### src/rtl/dmi_arbiter.sv
// Two-master round-robin arbiter in front of a single DMI port, one transaction in flight.
// Define DMI_ARBITER_TIMEOUT_EN to build in the response watchdog (TIMEOUT_CYCLES).
// Request layout {addr[6:0], op[1:0], data[31:0]}; response layout {data[31:0], resp[1:0]}.
// Handshakes: a beat moves on a rising edge where valid and ready are both high; valid never waits on ready.
module dmi_arbiter #(
    parameter int unsigned TIMEOUT_CYCLES = 1024
) (
    input  logic        clk_i,
    input  logic        rst_i,
    input  logic [40:0] m0_req_i,
    input  logic        m0_valid_i,
    output logic        m0_ready_o,
    output logic [33:0] m0_resp_o,
    output logic        m0_resp_valid_o,
    input  logic        m0_resp_ready_i,
    input  logic [40:0] m1_req_i,
    input  logic        m1_valid_i,
    output logic        m1_ready_o,
    output logic [33:0] m1_resp_o,
    output logic        m1_resp_valid_o,
    input  logic        m1_resp_ready_i,
    output logic [40:0] dmi_req_o,
    output logic        dmi_req_valid_o,
    input  logic        dmi_req_ready_i,
    input  logic [33:0] dmi_resp_i,
    input  logic        dmi_resp_valid_i,
    output logic        dmi_resp_ready_o,
    output logic        busy_o,
    output logic        owner_o,
    output logic [1:0]  state_o
);

    localparam logic [1:0] ST_IDLE  = 2'd0;
    localparam logic [1:0] ST_REQ   = 2'd1;
    localparam logic [1:0] ST_RESP  = 2'd2;
    localparam logic [1:0] ST_DELIV = 2'd3;

    if (TIMEOUT_CYCLES < 1 || TIMEOUT_CYCLES > 65535) begin : g_bad_timeout
        $error("dmi_arbiter: TIMEOUT_CYCLES must be within 1..65535");
    end

    logic [1:0]  r_state;
    logic [40:0] r_req;
    logic [33:0] r_resp;
    logic        r_owner;
    logic        r_last;
    logic        w_idle;
    logic        w_grant0;
    logic        w_grant1;
    logic        w_owner_ack;
    logic        w_wdog_expire;

    assign w_idle = (r_state == ST_IDLE) && !rst_i;

    // r_last holds the previous grantee; on contention the other master wins.
    assign w_grant0 = w_idle && m0_valid_i && (!m1_valid_i || r_last);
    assign w_grant1 = w_idle && m1_valid_i && (!m0_valid_i || !r_last);

    assign w_owner_ack = r_owner ? m1_resp_ready_i : m0_resp_ready_i;

`ifdef DMI_ARBITER_TIMEOUT_EN
    localparam logic [15:0] WDOG_LAST = 16'(TIMEOUT_CYCLES - 1);

    logic [15:0] r_wdog;

    // A real response in the expiry cycle wins over the synthetic failure.
    assign w_wdog_expire = (r_state == ST_RESP) && !dmi_resp_valid_i && (r_wdog == WDOG_LAST);

    always_ff @(posedge clk_i) begin
        if (rst_i) begin
            r_wdog <= 16'd0;
        end else if (r_state == ST_REQ && dmi_req_ready_i) begin
            r_wdog <= 16'd0;
        end else if (r_state == ST_RESP) begin
            r_wdog <= r_wdog + 16'd1;
        end
    end
`else
    assign w_wdog_expire = 1'b0;
`endif

    always_ff @(posedge clk_i) begin
        if (rst_i) begin
            r_state <= ST_IDLE;
            r_req   <= '0;
            r_resp  <= '0;
            r_owner <= 1'b0;
            r_last  <= 1'b1;
        end else begin
            case (r_state)
                ST_IDLE: begin
                    if (w_grant0 || w_grant1) begin
                        r_req   <= w_grant1 ? m1_req_i : m0_req_i;
                        r_owner <= w_grant1;
                        r_last  <= w_grant1;
                        r_state <= ST_REQ;
                    end
                end
                ST_REQ: begin
                    if (dmi_req_ready_i) begin
                        r_state <= ST_RESP;
                    end
                end
                ST_RESP: begin
                    if (dmi_resp_valid_i) begin
                        r_resp  <= dmi_resp_i;
                        r_state <= ST_DELIV;
                    end else if (w_wdog_expire) begin
                        r_resp  <= {32'h0, 2'h2};
                        r_state <= ST_DELIV;
                    end
                end
                ST_DELIV: begin
                    if (w_owner_ack) begin
                        r_state <= ST_IDLE;
                    end
                end
                default: r_state <= ST_IDLE;
            endcase
        end
    end

    assign m0_ready_o       = w_grant0;
    assign m1_ready_o       = w_grant1;
    assign dmi_req_o        = r_req;
    assign dmi_req_valid_o  = (r_state == ST_REQ);
    // Responses landing in IDLE are strays: accepted and dropped.
    assign dmi_resp_ready_o = !rst_i && (r_state == ST_IDLE || r_state == ST_RESP);
    assign m0_resp_o        = r_resp;
    assign m1_resp_o        = r_resp;
    assign m0_resp_valid_o  = (r_state == ST_DELIV) && !r_owner;
    assign m1_resp_valid_o  = (r_state == ST_DELIV) && r_owner;
    assign busy_o           = (r_state != ST_IDLE);
    assign owner_o          = r_owner;
    assign state_o          = r_state;

endmodule

### config.mk
export PLATFORM = sky130hd
export DESIGN_NAME = dmi_arbiter
export DESIGN_NICKNAME = d
export VERILOG_FILES = /design/src/rtl/dmi_arbiter.sv
export SDC_FILE = /design/constraint.sdc
export NUM_CORES = 1
export LEC_CHECK = 0
export BUFFER_PORTS_ARGS = -buffer_cell sky130_fd_sc_hd__buf_4
export CAP_MARGIN = 40
export CORE_ASPECT_RATIO = 1.4
export CORE_MARGIN = 2
export CORE_UTILIZATION = 42
export DETAILED_ROUTE_END_ITERATION = 10
export PLACE_DENSITY = 0.81
export RECOVER_POWER = 50
export SLEW_MARGIN = 10
export SYNTH_ARGS = -nofsm -noshare
export SYNTH_HDL_FRONTEND = slang
export SYNTH_SLANG_ARGS = --single-unit
### constraint.sdc
create_clock -name clk_i -period 2 [get_ports clk_i]
set_input_delay 0.2 -clock clk_i [delete_from_list [all_inputs] [get_ports clk_i]]
set_output_delay 0.2 -clock clk_i [all_outputs]
set_load 0.005 [all_outputs]
==> summary.txt <==
Critical path
  – Worst setup SP type: register
  – Largest fanout on the critical path: 11
  – Worst path top cell family by delay: buffers and inverters
  – Worst path required time: 1.80 ns
  – CP Capture Type: output pin
  – WP buf/inv: 4
  – Worst path slowest cell: dfxtp_1
  – Biggest cell delay along the critical path: 0.35 ns
  – CP Class: reg2out
  – Cells along the critical path: inv_1 > ha_2 > nor2b_4 > nand3_4 > buf_12 > inv_1 > buf_4
  – Crit path DAT: 1.67 ns
  – Most used cell, CP: inv_1

Drt
  – Drt wl/cell: 14.9 µm
  – First drt pass iteration count: 4
  – DR vias: 3,512
  – Post-route antenna net violation count: 0
  – DR vias/cell: 4.95
  – DRC viols: 0
  – Detailed Route WL: 10,500 µm
  – 1st-iter DRT viols: 72

Logic synthesis
  – Yosys warnings: 0
  – Avg Cell Area, Syn: 8.80 µm²
  – Synthesized area: 3550 µm²
  – Syn Nets: 532
  – FF+latch count, synth: 79
  – Mapped Cells: 404
  – Yosys cell types: 25
  – Sequential share of the synthesized area: 44.5%

Global route
  – Largest net degree at the start of global routing: 83
  – First-pass GRT wire length: 15,500 µm
  – Initial antenna violation count: 0
  – Gr ovfl total: 0
  – Number of global-route vias before repair: 3,347
  – Total global-route track usage: 22.1%

Clock tree
  – Clock Path Buffers: 2
  – Hold-fix buffers at CTS: 0
  – Clock sink count: 79
  – Worst-Skew Late Latency: 0.34 ns
  – Root Driver: clkbuf_16
  – CTS tree: done
  – CTS HTree Levels: 3
  – Num CTS Buffers: 9
  – Clock Pin Slew Worst Setup and Hold Paths: 0.06 ns

STA
  – Final WS setup: 0.132 ns
  – Unrepaired setup endpoints after global routing: false
  – Least-Margin Pin Slew: 0.530 ns
  – Hold Slack: 0.109 ns
  – Setup TNS: 0 ns
  – Max Fclk: 0.535 GHz
  – Tcrit/Tclk final: 93.4%
  – Fin. Hold Viols: 0
  – Max-slew headroom: 64.7%
  – Fin. max-slew vios: 0
  – Clock Skews: 0.00862 ns
  – Endpoints failing setup: 0
  – Final min period: 1.87 ns

Floorplanning
  – Initial Utilization: 43.4%
  – Die Span Y: 113 µm
  – Die area: 9230 µm²
  – Core area: 8200 µm²
  – Ports: 243
  – Cell row count: 39
  – Chip Width: 81.8 µm

Power
  – Power per cell area: 1020 nW/µm²
  – Peak supply drop: 0.000540 V
  – P_leak: 2.64 nW
  – Total power: 5.58 mW

Finish
  – Area of the multi-input gates: 1570 µm²
  – Total area of sequential cells: 1580 µm²
  – Fin nets: 730
  – Fillers: 699
  – Non-filler cells, final: 709
  – Layout cells sized above 1: 42.3%
  – Area grow syn2layout: 53.4%
  – Diodes inserted: 0

Placed design
  – RD Place Congestion: 0.756
  – Placed Cells: 691
  – Hpwl dp: 7770 µm
  – Pre-CTS setup slack: 0.123 ns
  – Number of I/O port buffers: 242

Worst hold path
  – Hold Crit Class: in2reg

Flow run
  – Max-Cap Viols: 0

Run status
  – Outcome: finished clean
## layer usage
metal / track usage [%] / part of all wire [%] / vias up
li1: - / - / 1746
met1: 20.2 / 33 / 1563
met2: 41.9 / 54 / 175
met3: 6.86 / 9.2 / 28
met4: 10.9 / 3.3 / 0
met5: 0 / 0 / -
## sequential cells by signal (all words and copies together) (netlist names)
name       flops
r_last         1
m0_resp_o     34
dmi_req_o     41
state_o        2
owner_o        1
## cell usage in the layout, fill, tap and decap left out, types with 2 or more instances in the layout
cell	netlist	routed
clkbuf_16	0	10
a21oi_1	38	38
a211oi_2	8	8
buf_4	36	146
clkbuf_1	15	22
inv_1	6	6
clkinv_2	0	2
buf_12	0	2
clkinvlp_4	0	3
mux2i_1	42	42
dfxtp_1	79	79
and2_1	2	2
clkbuf_4	0	76
a211oi_1	34	34
nor2_1	44	44
ha_1	4	3
clkbuf_8	0	2
o21ai_0	2	2
nand2_1	71	71
## synthesized netlist by cell type, drive strengths merged
cell | instances | area, µm²
a222oi | 1 | 10.0
and2 | 2 | 12.5
a21oi | 38 | 190
nand3 | 2 | 10.0
inv | 7 | 26.3
nor3 | 1 | 16.3
a211oi | 42 | 355
clkbuf | 15 | 56.3
buf | 48 | 345
or2 | 1 | 6.26
dfxtp | 79 | 1580
o21ai | 2 | 10.0
mux2i | 42 | 420
a31oi | 1 | 6.26
a21o | 1 | 7.51
nand2b | 1 | 6.26
nor2 | 44 | 165
nor2b | 2 | 12.5
ha | 4 | 50.1
nand2 | 71 | 267
## cells by family after synthesis
logic type / synth area share [%]
AND/OR/NAND/NOR: 13.9
flip-flops: 44.5
multiplexers: 11.8
adder cells (fa/ha/maj): 1.41
AO/OA/AOI/OAI: 16.3
buffers and inverters: 12.0
## stage by stage
stage	cell area (µm²)	util, %
after floorplan	3550	-
after global placement	5160	63.0
after detailed placement	5180	63.2
after CTS	5500	67.1
after global routing	5450	66.5
final	5450	66.5
## power breakdown
group	total [mW]	switching [mW]	leakage, nW	internal [mW]
sequential	2.08	0.192	0.646	1.89
combinational	1.96	0.945	1.86	1.02
clock	1.53	0.628	0.134	0.902
total	5.58	1.77	2.64	3.81
## worst reg2reg max path, stage by stage, from the launching register on
cell and delay (ns):
dfxtp_1 0.35, inv_1 0.10, ha_2 0.24, nor2b_4 0.20, nand3_4 0.12, bufbuf_16 0.33, mux2i_1 0.14, a211oi_1 0.23
## final cells by class
| type | instances | share of cell area, % |
|---|---|---|
| Multi-Input combinational cell | 255 | 28.7 |
| Tap cell | 102 | 2.34 |
| Timing Repair Buffer | 250 | 34.2 |
| Clock buffer | 11 | 4.63 |
| Sequential cell | 79 | 29.0 |
| Clock inverter | 5 | 0.596 |
| Inverter | 7 | 0.482 |
## timing repair
| item | CTS | global route |
|---|---|---|
| gates cloned | 1 | 1 |
| setup buffers | 0 | 0 |
| gates resized for setup | 1 | 3 |
| setup endpoints to repair | 1 | 2 |
## path summary, 6_finish.rpt
| path | slack (ns) | startpoint | end | cells after the start |
|---|---|---|---|---|
| setup reg to reg | 0.21 | state_o[0] | dmi_req_o[13] | 7 |
| hold reg to reg | 0.47 | m0_resp_o[5] | m0_resp_o[5] | 2 |
| hold / removal | 0.11 | dmi_resp_i[5] | m0_resp_o[5] | 3 |
| setup / recovery | 0.13 | state_o[0] | m1_ready_o | 7 |
(Power assumes the default switching activity.)
